### src/rtl/vector_memory_arbiter.sv
// rtl/vector_memory_arbiter.sv - single-port memory arbiter: loader writes over two bursting readers
// Optional feature macro: VMEM_ARB_STATS_EN (adds stall_count_o statistics counter)
module vector_memory_arbiter #(
   parameter int BURST_MAX = 8
) (
   input  logic        clock_i,
   input  logic        clear_i,
   input  logic        ld_req_i,
   input  logic [9:0]  ld_address_i,
   input  logic [15:0] ld_data_i,
   output logic        ld_ack_o,
   input  logic        r0_req_i,
   input  logic [9:0]  r0_address_i,
   input  logic        r1_req_i,
   input  logic [9:0]  r1_address_i,
   output logic        r0_grant_o,
   output logic        r1_grant_o,
   output logic        r0_valid_o,
   output logic        r1_valid_o,
   output logic [15:0] r0_data_o,
   output logic [15:0] r1_data_o,
   output logic [9:0]  mem_address_o,
   output logic        mem_enable_o,
   output logic        mem_write_o,
   output logic [15:0] mem_wdata_o,
   input  logic [15:0] mem_rdata_i
`ifdef VMEM_ARB_STATS_EN
   ,
   output logic [15:0] stall_count_o
`endif
);

   localparam logic [1:0] OWN_NONE = 2'd0;
   localparam logic [1:0] OWN_R0   = 2'd1;
   localparam logic [1:0] OWN_R1   = 2'd2;
   localparam logic [3:0] BMAX     = 4'(BURST_MAX);

   logic [1:0] owner_q, owner_d;
   logic [3:0] beats_q, beats_d;
   logic       rr_q, rr_d;          // 0 = R0 wins next idle tie, 1 = R1
   logic       r0_valid_q, r1_valid_q;

   logic       grant_any;
   logic       grant_sel;           // 0 = r0, 1 = r1
   logic       cur_is_r1;
   logic       own_req, oth_req;

   assign cur_is_r1 = (owner_q == OWN_R1);
   assign own_req   = cur_is_r1 ? r1_req_i : r0_req_i;
   assign oth_req   = cur_is_r1 ? r0_req_i : r1_req_i;

   // Arbitration: loader wins and freezes burst state; otherwise burst/round-robin rules
   always_comb begin
      ld_ack_o  = 1'b0;
      grant_any = 1'b0;
      grant_sel = 1'b0;
      owner_d   = owner_q;
      beats_d   = beats_q;
      rr_d      = rr_q;
      if (clear_i) begin
         owner_d = OWN_NONE;
         beats_d = 4'd0;
         rr_d    = 1'b0;
      end else if (ld_req_i) begin
         ld_ack_o = 1'b1;
      end else if (owner_q == OWN_R0 || owner_q == OWN_R1) begin
         if (own_req && (!oth_req || beats_q < BMAX)) begin
            grant_any = 1'b1;
            grant_sel = cur_is_r1;
            beats_d   = (beats_q >= BMAX) ? BMAX : beats_q + 4'd1;
         end else if (oth_req) begin
            grant_any = 1'b1;
            grant_sel = ~cur_is_r1;
            owner_d   = cur_is_r1 ? OWN_R0 : OWN_R1;
            beats_d   = 4'd1;
            rr_d      = cur_is_r1;
         end else begin
            owner_d = OWN_NONE;
            beats_d = 4'd0;
            rr_d    = ~cur_is_r1;
         end
      end else begin
         if (r0_req_i && r1_req_i) begin
            grant_any = 1'b1;
            grant_sel = rr_q;
         end else if (r0_req_i || r1_req_i) begin
            grant_any = 1'b1;
            grant_sel = r1_req_i;
         end
         if (r0_req_i || r1_req_i) begin
            owner_d = grant_sel ? OWN_R1 : OWN_R0;
            beats_d = 4'd1;
         end
      end
   end

   assign r0_grant_o = grant_any & ~grant_sel;
   assign r1_grant_o = grant_any &  grant_sel;

   // Memory port mux: zeros whenever no access is issued
   always_comb begin
      mem_enable_o  = 1'b0;
      mem_write_o   = 1'b0;
      mem_address_o = 10'd0;
      mem_wdata_o   = 16'd0;
      if (ld_ack_o) begin
         mem_enable_o  = 1'b1;
         mem_write_o   = 1'b1;
         mem_address_o = ld_address_i;
         mem_wdata_o   = ld_data_i;
      end else if (r0_grant_o) begin
         mem_enable_o  = 1'b1;
         mem_address_o = r0_address_i;
      end else if (r1_grant_o) begin
         mem_enable_o  = 1'b1;
         mem_address_o = r1_address_i;
      end
   end

   // Arbiter state and read-valid pipeline (valid follows grant by one cycle)
   always_ff @(posedge clock_i) begin
      if (clear_i) begin
         owner_q    <= OWN_NONE;
         beats_q    <= 4'd0;
         rr_q       <= 1'b0;
         r0_valid_q <= 1'b0;
         r1_valid_q <= 1'b0;
      end else begin
         owner_q    <= owner_d;
         beats_q    <= beats_d;
         rr_q       <= rr_d;
         r0_valid_q <= r0_grant_o;
         r1_valid_q <= r1_grant_o;
      end
   end

   assign r0_valid_o = r0_valid_q;
   assign r1_valid_o = r1_valid_q;
   assign r0_data_o  = r0_valid_q ? mem_rdata_i : 16'h0000;
   assign r1_data_o  = r1_valid_q ? mem_rdata_i : 16'h0000;

`ifdef VMEM_ARB_STATS_EN
   logic [15:0] stall_q;
   logic        stalled;

   assign stalled = (ld_req_i & ~ld_ack_o) | (r0_req_i & ~r0_grant_o) | (r1_req_i & ~r1_grant_o);

   // Saturating count of cycles where some requester waited
   always_ff @(posedge clock_i) begin
      if (clear_i) begin
         stall_q <= 16'd0;
      end else if (stalled && stall_q != 16'hFFFF) begin
         stall_q <= stall_q + 16'd1;
      end
   end

   assign stall_count_o = stall_q;
`endif

endmodule

### config.mk
export PLATFORM = sky130hd
export DESIGN_NAME = vector_memory_arbiter
export DESIGN_NICKNAME = d
export VERILOG_FILES = /design/src/rtl/vector_memory_arbiter.sv
export SDC_FILE = /design/constraint.sdc
export NUM_CORES = 1
export LEC_CHECK = 0
export CORE_MARGIN = 3
export CORE_UTILIZATION = 29
export CTS_CLUSTER_DIAMETER = 60
export DETAILED_ROUTE_END_ITERATION = 10
export GPL_TIMING_DRIVEN = 0
export PLACE_DENSITY_LB_ADDON = 0.05
export RECOVER_POWER = 25
export REMOVE_ABC_BUFFERS = 1
export SLEW_MARGIN = 10
export SYNTH_ARGS = -nofsm -noshare
export SYNTH_HDL_FRONTEND = slang
export SYNTH_SLANG_ARGS = --single-unit
export TNS_END_PERCENT = 1
### constraint.sdc
create_clock -name clock_i -period 5.9 [get_ports clock_i]
set_input_delay 0.59 -clock clock_i [delete_from_list [all_inputs] [get_ports clock_i]]
set_output_delay 0.59 -clock clock_i [all_outputs]
set_load 0.02 [all_outputs]
======== Word level (Yosys, flattened, before mapping) ========
Index checks and enable logic that the tools add are counted.
cells by class
  bitwise operators ....................... 6
  multiplexer cells ....................... 43
  divide/modulo/power cells ............... 0
  order comparisons ....................... 2
  multipliers ............................. 0
  shifts and indexed selects .............. 0
  equality and inequality tests ........... 3
  add/subtract/negate cells ............... 1
  reduce and logical (&&, ||, !) cells .... 10
operators by type and width
  operator                                                               number
  16-bit 2-to-1 mux                                                      3
  10-bit 2-to-1 mux                                                      3
  1-bit 2-to-1 mux                                                       27
  4-bit 2-to-1 mux                                                       4
  2-bit 2-to-1 mux                                                       6
  3-bit AND reduction                                                    2
  4-bit by 1-bit adder with 4-bit output, second input constant          1
  4-bit greater-or-equal comparator, second input constant               1
  4-bit < comparator, second input constant                              1
  1-bit inverter                                                         4
  1-bit logical OR                                                       3
  1-bit AND                                                              2
  2-bit by 1-bit equality test with 1-bit output, second input constant  1
  2-bit equality test, second input constant                             1
  1-bit logical AND                                                      2
  2-bit inequality test, second input constant                           1
  2-bit AND reduction                                                    1
  2-bit nonzero test                                                     1
  1-bit logical NOT                                                      1
word-level totals
  bits in writable memories ............... 0
  register bits ........................... 9
  memories kept ........................... 0
  memory bits (read-only) ................. 0
  bits in latches ......................... 0
  output and inout bits ................... 65
  input bits .............................. 67

======== Longest topological paths before layout ========
Gate-level depths: netlist of run 1.
  depth after elaboration ................. 13
  gate-level depth with buffers ........... 9

======== Worst setup path before layout of run 1 ========
Ideal clock, no wire load.
  path kind ............................... register to output
  start ................................... register owner_q[0]
  end ..................................... output mem_address_o[0]
  data arrival time ....................... 1.974 ns
  required time ........................... 5.310 ns
  stages on the path, launching flop included .. 9
  path slack .............................. 3.336 ns
  path through ............................ dfxtp_1 -> inv_1 -> ha_1 -> buf_2 -> or3b_4 -> o22ai_2 -> nor4_2 -> buf_6 -> a221o_1
between the ends
  cells in the longest elaborated chain, start to end .. 13
  elaborated cells on any way between the ends .. 25
  those cells by class .................... eq/ne: 2; mux: 15; bitwise: 4; reduce/logical: 4
ends and longest elaborated chain
  what                      RTL line  source
  start: declaration        38        logic [1:0] owner_q, owner_d;
  start signal: assignment  129       owner_q <= owner_d;
  2-bit equality test       48, 66
  1-bit 2-to-1 mux          50        assign oth_req = cur_is_r1 ? r0_req_i : r1_req_i;
  1-bit logical NOT         67        if (own_req && (!oth_req || beats_q < BMAX)) begin
  1-bit logical OR          67
  1-bit logical AND         67
  1-bit 2-to-1 mux          67
  1-bit 2-to-1 mux          66        end else if (owner_q == OWN_R0 || owner_q == OWN_R1) begin
  1-bit 2-to-1 mux          64        end else if (ld_req_i) begin
  1-bit 2-to-1 mux          60        if (clear_i) begin
  1-bit inverter            97        assign r0_grant_o = grant_any & ~grant_sel;
  1-bit AND (*)             97
  net r0_grant_o            16        output logic r0_grant_o,
  10-bit 2-to-1 mux (*)     111       end else if (r0_grant_o) begin
  10-bit 2-to-1 mux (*)     106       if (ld_ack_o) begin
  end: declaration          22        output logic [9:0] mem_address_o,
The timed path passes the listed nets; every way through them passes the cells marked *.

======== Final worst setup path of run 1 ========
  start ................................... input r0_req_i
  end ..................................... output mem_address_o[4]
between the ends
  cells in the longest elaborated chain, start to end .. 13
  elaborated cells on any way between the ends .. 30
  those cells by class .................... mux: 22; bitwise: 3; reduce/logical: 5
ends and longest elaborated chain
  what                                            RTL line  source
  start: declaration                              12        input logic r0_req_i,
  1-bit logical OR                                86        end else if (r0_req_i || r1_req_i) begin
  1-bit 2-to-1 mux                                86
  1-bit 2-to-1 mux                                83        if (r0_req_i && r1_req_i) begin
  1-bit 2-to-1 mux                                66
  1-bit 2-to-1 mux                                64
  1-bit 2-to-1 mux                                60
  1-bit 2-to-1 mux                                66
  1-bit 2-to-1 mux                                64
  1-bit 2-to-1 mux                                60
  1-bit AND or 1-bit inverter (tied branches)     98, 97
  10-bit 2-to-1 mux or 1-bit AND (tied branches)  114, 97
  10-bit 2-to-1 mux (*)                           111
  10-bit 2-to-1 mux (*)                           106
Mark *: on every way between the ends. The rest lies on a longest branch, timed or not. The select of a mux whose other input is x is not followed.

==> impl_metrics.py, run 1 <==
metrics = {
    "run_status": {
        "outcome": "complete, no violations",
    },
    "clock_network": {
        "cts.sinks": 9,
        "clockBufferDepth": 2,
        "clk_pin_slew_ns": 0.05,
        "cts-root-buf": "clkbuf_8",
        "post_cts_resized": 0,
        "cts_buffers": 3,
        "htreeDepth": 1,
        "cts_tree": "yes",
        "post_cts_buffers": 0,
        "hold_buffers": 0,
        "clk_latency_ns": 0.24,
    },
    "detailed_routing": {
        "drc": 0,
        "antenna_left": 0,
        "drtPass1Iterations": 4,
        "met2_length_um": 2310,
        "routed_wl_um": 4470,
        "wl_per_cell_um": 13.8,
        "route.met3.wl_um": 535,
        "top_layer": "met4",
        "routed-via-count": 1522,
        "viasPerCell": 4.70,
        "drt_iter0_drc": 44,
        "met1Wirelength_um": 1590,
    },
    "setup_path": {
        "crit_chain": "dlygate4sd3_1 > nand2b_1 > o221ai_1 > a21oi_1 > nor4_2 > a221o_1 > clkdlybuf4s50_1",
        "critPathLaunchType": "primary input",
        "max_stage_delay_ns": 0.79,
        "worst_ep_required_time_ns": 5.31,
        "path_max_fanout": 11,
        "path_class": "primary input to output port",
        "crit_arrival_ns": 3.52,
        "crit_path_end_kind": "output port",
        "critPathSlowestCell": "nor4_2",
    },
    "global_routing": {
        "grt_overflow": 0,
        "grt_start_max_net_pins": 29,
        "track_usage_pct": 17.0,
        "grt_pass1_wl_um": 6100,
        "first_global_vias": 1248,
        "antenna_found_initial": 0,
    },
    "floorplanning": {
        "fp.dieH_um": 68.7,
        "dieArea_sq_mm": 0.00471,
        "fp-row-count": 22,
        "die_x_um": 68.7,
        "start_util_pct": 30.6,
        "io-pin-count": 132,
        "core_sq_mm": 0.00372,
    },
    "power": {
        "internal_power_mw": 0.230,
        "power_frac_seq_pct": 19.9,
        "power.leakage_nw": 0.979,
        "max-vdd-ir-drop_mv": 0.131,
        "switching_power_mw": 0.131,
        "swShare_pct": 36.4,
        "p_comb_share_pct": 59.7,
        "powerDensity_mw_per_mm2": 145,
        "total_power_mw": 0.361,
        "clockPowerShare_pct": 20.4,
    },
    "final_layout": {
        "diodes": 0,
        "fin_area_sq_mm": 0.00248,
        "layout.nets": 348,
        "nFillCells": 346,
        "syn_to_final_growth_pct": 118,
        "layoutNonFillerInstCount": 324,
        "drive_gt1_share_pct": 3.99,
    },
    "timing": {
        "skew_ns": 0.00475,
        "fin_setup_tns_ns": 0,
        "hold_violations": 0,
        "fin_ws_ns": 1.79,
        "finalSetupViolations": 0,
        "slew_headroom_pct": 37.5,
        "fin_crit_ns": 4.11,
        "fmax_mhz": 243,
        "rsz0062_at_grt": "no",
        "fin_crit_sh_pct": 69.7,
        "slew_viol_final": 0,
        "worst_pin_slew_ns": 0.930,
    },
    "yosys": {
        "synth.top_cell.area_share_pct": 31.9,
        "synth_cells": 153,
        "yosys_warnings": 0,
        "syn_area_per_cell_sq_um": 7.44,
        "yosysTopAreaCell": "and2_1",
        "synthTopCellsByCount": "and2_1, a221o_1, dfxtp_1, inv_1, a21oi_1",
        "async_flop_share_pct": 0,
        "synthFlopType": "dfxtp_1",
        "synth.area.top_cells": "and2_1, dfxtp_1, a221o_1",
        "synth_edf_count": 0,
        "yosysMostFrequentCell": "and2_1",
        "synth_area_sq_mm": 0.00114,
        "synth_seq_cells": 9,
        "ys_seq_area_share_pct": 15.8,
        "ys_types": 38,
    },
    "place": {
        "dpl_cell_area_sq_mm": 0.00244,
        "place_ws_ns": 1.85,
        "io_buffers": 131,
        "dp.cells": 320,
        "hpwl_um": 3690,
        "routabilityCongestion": 0.850,
    },
    "hold_path": {
        "hp-class": "register to register",
    },
    "run": {
        "maxCapViolCount": 0,
    },
}
==> per-stage QoR <==
stage / hold slack [ns] / util, %
5_1_grt: 0.490 / 66.8
2_1_floorplan: 0.426 / -
3_3_place_gp: 0.441 / 65.6
4_1_cts: 0.453 / 66.9
6_report: 0.449 / 66.8
3_5_place_dp: 0.447 / 65.6
==> worst max-delay path: cells and delay by family <==
| kind | cells | cell delay (ns) |
|---|---|---|
| AOI/OAI and AO/OA | 3 | 0.64 |
| buffers and inverters | 2 | 1.36 |
| and+or+nand+nor | 2 | 0.94 |
==> power by group through the flow <==
stage / Combinational (mW) / Clock, mW / Sequential [mW]
floorplan: 0.104 / 0 / 0.0729
global placement: 0.217 / 0 / 0.0736
detailed placement: 0.218 / 0 / 0.0736
CTS: 0.219 / 0.0764 / 0.0722
global route: 0.232 / 0.0805 / 0.0732
finish: 0.215 / 0.0738 / 0.0719
==> metal layers <==
layer	global-route usage [%]	vias to the layer above
met5	0	-
met4	3.72	0
met3	6.81	5
met2	30.2	79
met1	18.9	662
li1	-	776
==> layout by cell type, fill, tap and decap left out, drive strengths merged, types with 3 or more instances in the layout <==
master,Yosys,layout
clkdlybuf4s50,0,120
and2,58,58
dlygate4sd3,0,11
a221o,10,10
inv,9,9
dfxtp,9,9
a21oi,8,8
nand2,5,5
nor2,5,5
ha,4,4
nor3,3,3
clkbuf,5,3
nor3b,3,3
==> state kept, by name (all words and copies together), names as in the netlist <==
name        count
owner_q         2
r0_valid_o      1
rr_q            1
r1_valid_o      1
beats_q         4
==> final cells by class <==
type | count | area (sq um) | area share [%]
flip-flops and latches | 9 | 180 | 7.25
inverters | 9 | 33.8 | 1.36
well taps | 48 | 60.1 | 2.42
clock inverters | 1 | 5.00 | 0.202
multi-input cells | 123 | 852 | 34.3
repair buffers | 131 | 1310 | 52.8
clock buffers | 3 | 41.3 | 1.66
==> cell families (layout without fill, tap and decap cells) <==
group	Yosys count	in the layout	share of synthesized area, %
multiplexers	1	1	0.879
flip-flops	9	9	15.8
AND/OR/NAND/NOR	85	85	46.3
adder cells (fa/ha/maj)	4	4	4.40
buffers and inverters	21	144	9.23
AO/OA/AOI/OAI	33	33	23.4
==> final timing paths <==
check,endpoint,depth (start not counted),slack (ns),startpoint
worst min register to register,owner_q[0]$_SDFFE_PP0P_,2,0.45,owner_q[0]$_SDFFE_PP0P_
worst max register to register,owner_q[1]$_SDFFE_PP0P_,7,3.83,owner_q[0]$_SDFFE_PP0P_
worst max-delay path,mem_address_o[4],7,1.79,r0_req_i
worst min-delay path,owner_q[0]$_SDFFE_PP0P_,2,0.45,owner_q[0]$_SDFFE_PP0P_
Power figures use the tool's default switching activity.
==> inputs of run 2 (changes only) <==
--- a/config.mk
+++ b/config.mk
@@ -6,7 +6,7 @@
 export NUM_CORES = 1
 export LEC_CHECK = 0
 export CORE_MARGIN = 3
-export CORE_UTILIZATION = 29
+export CORE_UTILIZATION = 27
 export CTS_CLUSTER_DIAMETER = 60
 export DETAILED_ROUTE_END_ITERATION = 10
 export GPL_TIMING_DRIVEN = 0
==> constraint.sdc (replaced) <==
create_clock -name clock_i -period 3.9 [get_ports clock_i]
set_input_delay 0.39 -clock clock_i [delete_from_list [all_inputs] [get_ports clock_i]]
set_output_delay 0.39 -clock clock_i [all_outputs]
set_load 0.02 [all_outputs]
==> run 2 against run 1 <==
Against the previous run:
- sequential power is 53% higher
- critical path type unchanged
- largest cell class unchanged
- highest routed layer unchanged
- clock skew rose by 0.0022 ns
- combinational power up 53%
- clock-buffer cell count rose by 1
==> impl_metrics.py, run 2 (synthesis results as in run 1) <==
metrics = {
    "detailed_routing": {
        "routed_wl_um": 4380,
        "drc": 0,
        "drt_iter0_drc": 51,
        "routed-via-count": 1551,
        "wl_per_cell_um": 13.5,
        "viasPerCell": 4.79,
        "drtPass1Iterations": 4,
        "antenna_left": 0,
    },
    "setup_path": {
        "crit_arrival_ns": 3.15,
        "critPathLaunchType": "primary input",
        "critPathSlowestCell": "dlygate4sd3_1",
        "path_class": "primary input to output port",
        "r2r-start": "owner_q[0]$_SDFFE_PP0P_",
        "r2r-end": "owner_q[1]$_SDFFE_PP0P_",
        "path_max_fanout": 11,
        "max_stage_delay_ns": 0.74,
        "crit_chain": "dlygate4sd3_1 > o221ai_1 > a21oi_2 > nor3b_2 > a221o_1 > clkdlybuf4s50_1",
        "r2r_slack_ns": 1.85,
        "crit_path_end_kind": "output port",
        "worst_ep_required_time_ns": 3.51,
        "rr_worst_depth": 7,
    },
    "floorplanning": {
        "io-pin-count": 132,
        "die_x_um": 70.9,
        "fp.dieH_um": 70.9,
        "dieArea_sq_mm": 0.00503,
        "fp-row-count": 22,
        "start_util_pct": 29.5,
        "core_sq_mm": 0.00385,
    },
    "global_routing": {
        "first_global_vias": 1496,
        "grt_pass1_wl_um": 6800,
        "grt_overflow": 0,
        "grt_start_max_net_pins": 29,
        "antenna_found_initial": 0,
        "track_usage_pct": 16.5,
    },
    "place": {
        "dp.cells": 320,
        "routabilityCongestion": 0.795,
        "io_buffers": 131,
        "hpwl_um": 3630,
    },
    "final_layout": {
        "largest_reg_flops": 4,
        "reg_top3": "beats_q x4, owner_q x2",
        "diodes": 0,
        "drive_gt1_share_pct": 3.99,
        "top_register": "beats_q",
        "layout.nets": 348,
        "layoutNonFillerInstCount": 324,
        "syn_to_final_growth_pct": 119,
        "final_cell_mix": "clkdlybuf4s50_1, and2_1, dlygate4sd3_1, a221o_1",
        "final_common_cell": "clkdlybuf4s50_1",
    },
    "clock_network": {
        "cts_tree": "yes",
        "clk_latency_ns": 0.24,
        "cts_buffers": 3,
        "htreeDepth": 1,
        "clk_pin_slew_ns": 0.05,
        "post_cts_buffers": 0,
        "cts.sinks": 9,
        "clockBufferDepth": 2,
        "cts-root-buf": "clkbuf_8",
    },
    "timing": {
        "fmax_mhz": 282,
        "worst_pin_slew_ns": 0.757,
        "fin_setup_tns_ns": 0,
        "rsz0062_at_grt": "no",
        "hold_violations": 0,
        "slew_viol_final": 0,
        "fin_crit_sh_pct": 90.8,
        "slew_headroom_pct": 49.5,
        "skew_ns": 0.00691,
        "finalSetupViolations": 0,
        "fin_crit_ns": 3.54,
    },
    "hold_path": {
        "hold_start": "owner_q[0]$_SDFFE_PP0P_",
        "hold_depth": 2,
        "hp-class": "register to register",
        "hold-path-endpoint": "owner_q[0]$_SDFFE_PP0P_",
    },
    "power": {
        "powerDensity_mw_per_mm2": 221,
        "max-vdd-ir-drop_mv": 0.116,
        "swShare_pct": 36.6,
        "p_comb_share_pct": 59.8,
        "power_frac_seq_pct": 19.8,
        "clockPowerShare_pct": 20.4,
        "switching_power_mw": 0.202,
        "total_power_mw": 0.552,
        "internal_power_mw": 0.350,
        "power.leakage_nw": 0.984,
    },
    "run": {
        "maxCapViolCount": 0,
    },
    "run_status": {
        "outcome": "complete, no violations",
    },
}
run 2: worst max-delay path: cells and delay by family:
kind | cells | cell delay [ns]
buf+inv | 2 | 1.36
compound gates | 3 | 0.75
simple gates | 1 | 0.64
run 2: final cells by class:
class                      count  area [sq um]
tap                           48          60.1
inverter                       9          33.8
clock buffer                   4          45.0
sequential                     9           180
timing repair buffer         131          1310
multi-input combinational    123           865
fill                         359          1360
run 2: worst max path at each step:
| stage | start | to | cells past startpoint |
|---|---|---|---|
| after CTS | owner_q[0]$_SDFFE_PP0P_ | mem_address_o[9] | 8 |
| after global placement | r0_req_i | mem_address_o[1] | 7 |
| after detailed placement | r0_req_i | mem_address_o[9] | 7 |
| after global routing | r1_req_i | mem_address_o[3] | 6 |
| after floorplan | owner_q[0]$_SDFFE_PP0P_ | mem_address_o[0] | 7 |
| final | r1_req_i | mem_address_o[9] | 6 |
run 2: stage by stage:
stage	utilization [%]	setup slack (ns)	cell area [sq um]	hold slack (ns)
detailed placement	63.3	0.249	2440	0.451
global placement	63.3	0.221	2440	0.442
finish	64.7	0.358	2490	0.458
global route	64.7	0.140	2490	0.468
floorplan	-	1.11	1070	0.426
CTS	64.4	0.162	2480	0.458
run 2: per-layer routing:
layer / vias to the layer above / GRT usage [%] / share of wire [%]
met5: - / 0 / 0
met4: 0 / 4.38 / 1.6
met3: 8 / 6.96 / 12
met2: 100 / 30.2 / 48
met1: 670 / 17.2 / 38
li1: 773 / - / -
run 2: power groups by stage:
stage          clock (mW)  sequential [mW]  combinational (mW)
6_report            0.112            0.110               0.330
5_1_grt             0.118            0.111               0.356
4_1_cts             0.113            0.110               0.333
3_5_place_dp            0            0.112               0.331
3_3_place_gp            0            0.112               0.330
2_1_floorplan           0            0.110               0.157
run 2: repair_timing:
item | CTS | global route
resized for setup | 0 | 1
hold buffers | 0 | 0
endpoints found under the setup margin | 0 | 10
==> inputs of run 3 (changes only) <==
--- a/config.mk
+++ b/config.mk
@@ -13,7 +13,6 @@
 export PLACE_DENSITY_LB_ADDON = 0.05
 export RECOVER_POWER = 25
 export REMOVE_ABC_BUFFERS = 1
-export SLEW_MARGIN = 10
 export SYNTH_ARGS = -nofsm -noshare
 export SYNTH_HDL_FRONTEND = slang
 export SYNTH_SLANG_ARGS = --single-unit
==> run 3 against run 2 <==
Against the previous run:
- sequential share of layout area hardly changed
- global-route usage stayed put
- routed wire length is 0.11% lower
- setup slack hardly changed
- clock power hardly changed
- utilization is 0.13 points higher
- final cell count is 0.31% higher
- design area is 0.20% higher
- hold slack hardly changed
- critical path depth stayed put
- flip-flop and latch count stayed put
- clock-buffer cell count stayed put
- critical endpoint unchanged
==> impl_metrics.py, run 3 (synthesis results as in run 1) <==
metrics = {
    "run_status": {
        "outcome": "complete, no violations",
    },
    "clock_network": {
        "htreeDepth": 1,
        "clk_pin_slew_ns": 0.05,
        "cts_tree": "yes",
        "clk_latency_ns": 0.24,
        "cts-root-buf": "clkbuf_8",
        "hold_buffers": 0,
        "post_cts_buffers": 0,
        "clockBufferDepth": 2,
        "cts_buffers": 3,
        "cts.sinks": 9,
    },
    "final_layout": {
        "final_cell_mix": "clkdlybuf4s50_1, and2_1, dlygate4sd3_1, a221o_1",
        "top_register": "beats_q",
        "nFillCells": 356,
        "final_common_cell": "clkdlybuf4s50_1",
        "largest_reg_flops": 4,
        "layoutNonFillerInstCount": 325,
        "diodes": 0,
        "syn_to_final_growth_pct": 120,
        "layout.nets": 349,
        "postLayoutCoreUtil_pct": 64.9,
        "drive_gt1_share_pct": 3.97,
        "reg_top3": "beats_q x4, owner_q x2",
    },
    "setup_path": {
        "max_stage_delay_ns": 0.74,
        "path_class": "primary input to output port",
        "path_delay_family": "buffers and inverters",
        "rr_worst_depth": 7,
        "r2r-start": "owner_q[0]$_SDFFE_PP0P_",
        "r2r_slack_ns": 1.85,
        "crit_path_end_kind": "output port",
        "r2r-end": "owner_q[1]$_SDFFE_PP0P_",
        "critPathSlowestCell": "dlygate4sd3_1",
        "crit_chain": "dlygate4sd3_1 > o221ai_1 > a21oi_2 > nor3b_2 > a221o_1 > clkdlybuf4s50_1",
        "cp.buffers_inverters": 2,
        "crit_arrival_ns": 3.15,
        "path_max_fanout": 11,
        "worst_ep_required_time_ns": 3.51,
        "critPathLaunchType": "primary input",
    },
    "place": {
        "hpwl_um": 3630,
        "io_buffers": 131,
        "routabilityCongestion": 0.795,
        "dp.cells": 320,
    },
    "floorplanning": {
        "die_x_um": 70.9,
        "core_sq_mm": 0.00385,
        "dieArea_sq_mm": 0.00503,
        "fp.dieH_um": 70.9,
        "start_util_pct": 29.5,
        "io-pin-count": 132,
        "fp-row-count": 22,
    },
    "timing": {
        "timing.hold.ws_ns": 0.457,
        "fmax_mhz": 282,
        "finalSetupViolations": 0,
        "slew_viol_final": 0,
        "rsz0062_at_grt": "no",
        "slew_headroom_pct": 53.3,
        "worst_pin_slew_ns": 0.698,
        "hold_violations": 0,
        "fin_crit_sh_pct": 90.8,
        "fin_crit_ns": 3.54,
        "fin_setup_tns_ns": 0,
        "skew_ns": 0.00653,
    },
    "detailed_routing": {
        "wl_per_cell_um": 13.5,
        "viasPerCell": 4.80,
        "drtPass1Iterations": 4,
        "antenna_left": 0,
        "top_layer": "met4",
        "met1Wirelength_um": 1660,
        "routed-via-count": 1560,
        "routed_wl_um": 4380,
        "drt_iter0_drc": 35,
        "route.met3.wl_um": 529,
        "met2_length_um": 2120,
        "drc": 0,
    },
    "power": {
        "clockPowerShare_pct": 20.3,
        "powerDensity_mw_per_mm2": 221,
        "p_comb_share_pct": 59.9,
        "swShare_pct": 36.5,
        "internal_power_mw": 0.351,
        "switching_power_mw": 0.201,
        "power.leakage_nw": 0.989,
        "power_frac_seq_pct": 19.8,
        "max-vdd-ir-drop_mv": 0.127,
    },
    "global_routing": {
        "antenna_found_initial": 0,
        "track_usage_pct": 16.5,
        "grt_start_max_net_pins": 29,
        "grt_pass1_wl_um": 6800,
        "grt_overflow": 0,
        "first_global_vias": 1496,
    },
    "hold_path": {
        "hp-class": "register to register",
        "hold_start": "owner_q[0]$_SDFFE_PP0P_",
        "hold-path-endpoint": "owner_q[0]$_SDFFE_PP0P_",
        "hold_depth": 2,
    },
    "run": {
        "maxCapViolCount": 0,
    },
}
-- run 3: cell count changes in the layout (fill, tap and decap cells not counted) --
cell    delta
buf_4      +1
nor2_2     -1
nor2_1     +1
-- run 3: layer usage --
| metal | vias to the layer above | GRT usage, % |
|---|---|---|
| met2 | 98 | 30.2 |
| met5 | - | 0 |
| li1 | 776 | - |
| met3 | 8 | 6.96 |
| met4 | 0 | 4.38 |
| met1 | 678 | 17.2 |
-- run 3: through the flow --
stage | setup slack [ns] | power [mW] | instance area, sq um
final | 0.358 | 0.552 | 2500
after global routing | 0.141 | 0.586 | 2500
after CTS | 0.162 | 0.557 | 2480
after detailed placement | 0.249 | 0.443 | 2440
after global placement | 0.221 | 0.442 | 2440
after floorplan | 1.11 | 0.268 | 1070
-- run 3: tightest hold or removal path: cells and delay by family (launching register included) --
kind	cells	cell delay (ns)
AND/OR/NAND/NOR	1	0.05
AO/OA/AOI/OAI	1	0.05
flip-flops	1	0.31
-- run 3: power by group through the flow --
stage	registers, mW	logic, mW	clock network [mW]
4_1_cts	0.110	0.333	0.113
3_3_place_gp	0.112	0.330	0
2_1_floorplan	0.110	0.157	0
5_1_grt	0.111	0.356	0.118
6_report	0.109	0.330	0.112
3_5_place_dp	0.112	0.331	0
-- run 3: cell type report --
class                           count  area (sq um)  area share (%)
Sequential cell                     9           180            7.21
Tap cell                           48          60.1            2.40
Multi-Input combinational cell    123           862            34.5
Inverter                            9          33.8            1.35
Timing Repair Buffer              132          1320            52.8
Clock buffer                        4          45.0            1.80
-- run 3: how the worst max path moves through the flow --
stage                       startpoint                to  slack (ns)  cells past startpoint
2_1_floorplan  owner_q[0]$_SDFFE_PP0P_  mem_address_o[0]        1.11                      7
3_3_place_gp                  r0_req_i  mem_address_o[1]        0.22                      7
3_5_place_dp                  r0_req_i  mem_address_o[9]        0.25                      7
4_1_cts        owner_q[0]$_SDFFE_PP0P_  mem_address_o[9]        0.16                      8
5_1_grt                       r1_req_i  mem_address_o[3]        0.14                      6
6_report                      r1_req_i  mem_address_o[9]        0.36                      6
-- run 3: timing repair --
| item | CTS | global route |
|---|---|---|
| gates resized for setup | 0 | 1 |
| endpoints found under the hold margin | 0 | 0 |
| setup endpoints to repair | 0 | 10 |
